==> config.mk <==
export PLATFORM = sky130hd
export DESIGN_NAME = pattern_history_table
export DESIGN_NICKNAME = d
export VERILOG_FILES = /design/src/rtl/pattern_history_table.sv
export SDC_FILE = /design/constraint.sdc
export NUM_CORES = 2
export LEC_CHECK = 0
export ABC_AREA = 0
export CORE_MARGIN = 2
export CORE_UTILIZATION = 45
export DETAILED_ROUTE_END_ITERATION = 12
export GPL_TIMING_DRIVEN = 1
export PLACE_DENSITY_LB_ADDON = 0.25
export SYNTH_ARGS = -nofsm -noshare
export SYNTH_HDL_FRONTEND = slang
export SYNTH_SLANG_ARGS = --single-unit
==> constraint.sdc <==
create_clock -name clock -period 2.9 [get_ports clock]
set_input_delay 0.58 -clock clock [delete_from_list [all_inputs] [get_ports clock]]
set_output_delay 0.58 -clock clock [all_outputs]
set_load 0.05 [all_outputs]
==> src/rtl/pattern_history_table.sv <==
// Second-level local branch predictor: 2-bit saturating counters indexed by {pc bits, local history},
// registered lookup with same-cycle update bypass, and saturating lookup/update/mispredict statistics.
module pattern_history_table #(
    parameter int unsigned HISTORY_BITS  = 4,
    parameter int unsigned PC_INDEX_BITS = 4,
    parameter int unsigned INDEX_BITS    = 8,
    parameter int unsigned TABLE_SIZE    = 256,
    parameter logic [1:0]  COUNTER_INIT  = 2'b01
) (
    input  logic                    clock,
    input  logic                    reset_n,
    input  logic                    lookup_valid,
    input  logic                    stall,
    input  logic [31:0]             pc,
    input  logic [HISTORY_BITS-1:0] history,
    output logic                    predict_valid,
    output logic                    predict_taken,
    output logic [1:0]              predict_counter,
    input  logic                    update_enable,
    input  logic [31:0]             update_pc,
    input  logic [HISTORY_BITS-1:0] update_history,
    input  logic                    taken,
    input  logic                    mispredicted,
    output logic [31:0]             stat_lookups,
    output logic [31:0]             stat_updates,
    output logic [31:0]             stat_mispredicts
);

    logic [1:0]            r_table [TABLE_SIZE];
    logic                  r_predict_valid;
    logic                  r_predict_taken;
    logic [1:0]            r_predict_counter;
    logic [31:0]           r_stat_lookups;
    logic [31:0]           r_stat_updates;
    logic [31:0]           r_stat_mispredicts;

    logic [INDEX_BITS-1:0] w_rd_idx;
    logic [INDEX_BITS-1:0] w_wr_idx;
    logic                  w_accept;
    logic [1:0]            w_cur;
    logic [1:0]            w_next;
    logic [1:0]            w_lookup_val;
    logic                  w_unused;

    assign w_rd_idx = {pc[PC_INDEX_BITS+1:2], history};
    assign w_wr_idx = {update_pc[PC_INDEX_BITS+1:2], update_history};
    assign w_accept = lookup_valid && !stall;
    assign w_unused = ^{pc[31:PC_INDEX_BITS+2], pc[1:0],
                        update_pc[31:PC_INDEX_BITS+2], update_pc[1:0]};

    always_comb begin
        w_cur  = r_table[w_wr_idx];
        w_next = w_cur;
        if (taken) begin
            if (w_cur != 2'b11) w_next = w_cur + 2'd1;
        end else begin
            if (w_cur != 2'b00) w_next = w_cur - 2'd1;
        end
    end

    // A lookup hitting the entry being trained this edge must see the trained value.
    always_comb begin
        w_lookup_val = r_table[w_rd_idx];
        if (update_enable && (w_rd_idx == w_wr_idx)) w_lookup_val = w_next;
    end

    always_ff @(posedge clock or negedge reset_n) begin
        if (!reset_n) begin
            for (int unsigned i = 0; i < TABLE_SIZE; i++) r_table[i] <= COUNTER_INIT;
        end else if (update_enable) begin
            r_table[w_wr_idx] <= w_next;
        end
    end

    always_ff @(posedge clock or negedge reset_n) begin
        if (!reset_n) begin
            r_predict_valid   <= 1'b0;
            r_predict_taken   <= 1'b0;
            r_predict_counter <= '0;
        end else if (w_accept) begin
            r_predict_valid   <= 1'b1;
            r_predict_taken   <= w_lookup_val[1];
            r_predict_counter <= w_lookup_val;
        end else if (!stall) begin
            r_predict_valid   <= 1'b0;
        end
    end

    always_ff @(posedge clock or negedge reset_n) begin
        if (!reset_n) begin
            r_stat_lookups     <= '0;
            r_stat_updates     <= '0;
            r_stat_mispredicts <= '0;
        end else begin
            if (w_accept && (r_stat_lookups != '1))
                r_stat_lookups <= r_stat_lookups + 32'd1;
            if (update_enable && (r_stat_updates != '1))
                r_stat_updates <= r_stat_updates + 32'd1;
            if (update_enable && mispredicted && (r_stat_mispredicts != '1))
                r_stat_mispredicts <= r_stat_mispredicts + 32'd1;
        end
    end

    assign predict_valid    = r_predict_valid;
    assign predict_taken    = r_predict_taken;
    assign predict_counter  = r_predict_counter;
    assign stat_lookups     = r_stat_lookups;
    assign stat_updates     = r_stat_updates;
    assign stat_mispredicts = r_stat_mispredicts;

endmodule

=== Word level (Yosys, flattened, before mapping) ===
Index checks and enable logic that the tools add are counted.

* Bits in registers: 612
* Word-level logic and storage cells: 302

* $add $sub $neg: 5
* $lt $le $gt $ge: 3
* Equal/unequal tests: 6
* Multiplexer cells: 15
* Bitwise operators: 2
* Reduce and logical (&&, ||, !) cells: 9

{| class="wikitable"
|+ Operator list
! operator !! number
|-
| $bwmux 512 || 1
|-
| $add 32x1->32 const B || 3
|-
| $ne 32x32->1 const B || 3
|-
| $bmux 2 s8 || 2
|-
| $ge 9x9->1 const B || 2
|-
| $mux 2 || 9
|-
| $not 8->9 || 2
|-
| $demux 2 s8 || 1
|-
| $lt 9x1->1 const B || 1
|-
| $eq 8x8->1 || 1
|-
| $logic_and 1x1->1 || 7
|-
| $add 2x1->2 const B || 1
|-
| $mux 1 || 2
|-
| $ne 2x1->1 const B || 1
|-
| $ne 2x2->1 const B || 1
|-
| $reduce_bool 2->1 || 1
|-
| $sub 2x1->2 const B || 1
|-
| $logic_not 1->1 || 1
|}

=== Depth between registers and ports, before layout ===
* Word-level depth: 8
* Depth in mapped cells: 15

=== Worst setup path after synthesis ===
No wires, ideal clock.

* Path type: input port to flip-flop
* Start point: in update_history[1]
* End point: reg r_table[1] (netlist name)
* Setup time: 129 ps
* Arrival: 3566 ps
* Data required time: 2771 ps
* Setup slack: -795 ps
* Cell stages on the path: 13
* Cells stage by stage: clkbuf_1 clkbuf_1 buf_1 mux4_2 mux4_2 a22oi_1 nand2_1 a311o_1 o21ai_0 a21boi_2 buf_2 buf_2 a21oi_1

* Word-level cells in the longest chain between the ends: 8
* Elaborated cells on any way between the ends: 17
* Those cells by class: add/sub (2); order compare (2); eq/ne (1); mux (9); bitwise (1); reduce/logical (2)

{| class="wikitable"
|+ RTL lines
! element !! line !! source
|-
| start, declared || 21 || <nowiki>input logic [HISTORY_BITS-1:0] update_history,</nowiki>
|-
| $not 8->9 (not written as such) * || 52, 71 ||
|-
| $bmux 2 s8 || 52 || <nowiki>w_cur = r_table[w_wr_idx];</nowiki>
|-
| $mux 2 (not written as such) (2 in a row) || 52 ||
|-
| $sub 2x1->2 (tied with other cells) || 57 || <nowiki>if (w_cur != 2'b00) w_next = w_cur - 2'd1;</nowiki>
|-
| $mux 2, on equally long branches || 57, 55 ||
|-
| $mux 2 || 54 || <nowiki>if (taken) begin</nowiki>
|-
| $bwmux 512 * || 71 || <nowiki>r_table[w_wr_idx] <= w_next;</nowiki>
|-
| end signal, assigned by index || 71 ||
|-
| end, declared || 29 || <nowiki>logic [1:0] r_table [TABLE_SIZE];</nowiki>
|}

Every way passes the cells marked *; elsewhere a longest branch is shown, timed or not. The select of a mux whose other input is x is not followed.
A chain may end at the register's enable or synchronous reset.

=== Worst setup path in the final report ===
* Start point: in update_history[0]
* End point: reg r_table[311] (netlist name)

The elaborated chain is that of the path after synthesis.

==> reports/results.ini <==
[sta]
max_slew_margin_pct=60.23
fmaxAchievable_mhz=303.7
holdWs_ps=478.9
grt_setup_unrepaired=yes
post-route-period-util_pct=113.5
finalHoldViolCount=0
drv_slew=0
tns_ps=-161990
timing.final.ws_setup_ps=-392.9
tightest_slew_ps=591.2
period_needed_ps=3293
finalClockSkew_ps=17.95
setup_viol=514

[worst_setup_path]
critPathLaunchType=primary input
critPathCapture=r_table[311]
rr_startpoint=r_table[207]
reg2reg_to=r_table[311]
r2r_cells=12
cp.required_ps=3380
worstPathArrival_ps=3770
path_class=primary input to flip-flop
cp_max_fo=13
crit_path_start=update_history[0]
r2r_slack_ps=-340
end_kind=flip-flop

[routing]
drc=0
ant_nets=0
met2_length_um=50870
routed.top_layer=met4
via_per_inst=5.935
route.met3.wl_um=8721
drt_iter0_drc=2470
routedWlPerCell_um=24.76
wl_met1_um=43750
dr.pass1.iters=6
wirelength_um=106800
vias=25602

[placement]
pre_cts_ws_ps=-1257
dp_hpwl_um=74380
finalWeightedCongestion=0.9345
place_area_um2=39650
post-place-cells=4148
io_buffers=122

[clock_tree]
clockBufferDepth=3
insertion_delay_ps=620
cts-root-buf=clkbuf_16
cts_tree=built
clk_pin_slew_worst_paths_ps=60
cts_buffers=70
htree_levels=3
cts.sinks=611

[synthesis]
synthCells=2630
postSynthAreaPerCell_um2=12.33
yosysWarnings=0
yosysTopAreaCell=dfrtp_1
async_flop_share_pct=100.0
synth_area_leaders=dfrtp_1, mux4_2, dfstp_2
netlist-cell-type-count=55
syn_area_um2=32420
synth.most_common_cell=nor2_1
ys_seq_area_share_pct=48.14
synth-main-ff-cell=dfrtp_1
ys_seq_elements=611
synth.top_cell.area_share_pct=27.40
netlist_top_cells_count=nor2_1, dfrtp_1, mux4_2
syn_nets=2712
synth-edff-count=0

[power_and_ir_drop]
p_per_area_nw_per_um2=539.5
p_leak_nw=18.30
ir_drop_uv=500.2

[die]
core_region_area_um2=71360
rows=98
die_y_um=272.4
initial_core_util_pct=45.43
fp.dieW_um=272.4
io_pins=179
dieArea_um2=74220

[layout]
instances_no_fill=4314
fin_area_um2=43090
final_nets=3387
area_growth_pct=32.91
drive_gt1_share_pct=49.09

[worst_hold_path]
hp-class=primary input to async pin

[outcome]
violations=negative setup slack
run_status=finished with violations

[global_route]
grt_pass1_vias=26614
grt_usage_pct=29.01
grt_pass1_wl_um=163100
grt_start_max_net_pins=91
antenna_found_initial=1
grt-ovfl-total=0

[run]
maxCapViolCount=0

==> metal layers <==
layer	GRT usage [%]	vias up
met3	5.783	211
met1	39.57	13215
met5	0	-
met4	9.919	0
met2	46.59	1120
li1	-	11056
==> worst max-delay path, stage by stage <==
cell,delay (ps)
buf_16,150
buf_12,170
buf_12,140
mux4_2,510
mux4_2,540
mux2i_4,240
nand3_2,140
a311o_1,300
o21ai_1,140
a21boi_4,230
buf_4,150
buf_12,160
buf_12,160
o21ai_0,110
==> power breakdown <==
group	switching, mW	internal [mW]	total, mW
logic	2.19	1.96	4.14
registers	0.421	9.18	9.60
clock network	3.68	5.83	9.51
==> kinds of logic after synthesis <==
| logic type | Yosys count | share of synthesized area (%) |
|---|---|---|
| flip-flops | 611 | 48.14 |
| AND/OR/NAND/NOR | 804 | 10.52 |
| multiplexers | 560 | 29.86 |
| adder cells (fa/ha/maj) | 5 | 0.1814 |
| AO/OA/AOI/OAI | 356 | 6.097 |
| buffers and inverters | 194 | 2.501 |
| XOR/XNOR | 100 | 2.701 |
==> through the flow <==
step	power, mW	util [%]
4_1_cts	23.33	60.08
5_1_grt	24.01	60.38
3_5_place_dp	13.59	55.57
3_3_place_gp	13.46	55.57
6_report	23.25	60.39
2_1_floorplan	11.77	-
==> registers in the layout, indices dropped and copies added, names as in the netlist <==
signal and flops:
predict_valid 1, predict_counter 1, predict_taken 1, stat_updates 32
stat_mispredicts 32, r_table 512, stat_lookups 32
==> worst min path at each step <==
| stage | start | end | slack, ps | depth (start not counted) |
|---|---|---|---|---|
| final | reset_n | stat_updates[11] | 480 | 2 |
| after floorplan | reset_n | predict_counter[0] | 280 | 0 |
| after global placement | predict_valid | predict_valid | 460 | 2 |
| after CTS | reset_n | stat_updates[11] | 480 | 2 |
| after global routing | reset_n | stat_updates[11] | 510 | 2 |
| after detailed placement | stat_lookups[17] | stat_lookups[17] | 480 | 1 |
==> area by class of cell <==
class	count	area [um^2]
diodes	1	2.502
clock buffers	107	2106
clock inverters	23	364.1
fillers	5606	28270
inverters	8	30.03
multi-input cells	1825	16230
flip-flops and latches	611	15610
well taps	950	1189
repair buffers	789	7561
==> cells in the final DEF, fill, tap and decap left out, types with 14 or more instances in the layout <==
| cell | netlist | routed |
|---|---|---|
| buf_16 | 0 | 14 |
| xnor2_1 | 80 | 80 |
| a22oi_1 | 47 | 30 |
| nand4_1 | 19 | 19 |
| nand3_1 | 49 | 48 |
| mux4_2 | 300 | 300 |
| mux2_2 | 258 | 258 |
| buf_4 | 3 | 563 |
| nor2_1 | 415 | 413 |
| buf_12 | 0 | 69 |
| a21oi_1 | 207 | 193 |
| o21ai_0 | 67 | 60 |
| dfstp_2 | 256 | 256 |
| clkbuf_1 | 102 | 20 |
| clkdlybuf4s50_1 | 0 | 113 |
| dfrtp_1 | 355 | 355 |
| nand2_1 | 222 | 221 |
| a22oi_2 | 0 | 17 |
| clkbuf_16 | 0 | 80 |
| o21ai_1 | 7 | 14 |
| xor2_1 | 20 | 20 |
| clkbuf_8 | 0 | 14 |
==> what timing repair did <==
action,in CTS,in global routing
hold buffers,1,0
pin swaps,14,16
resized for setup,69,28
buffers inserted,19,2
endpoints found under the hold margin,24,0
gates cloned,10,6
setup endpoints to repair,514,516
(Power assumes the default switching activity.)
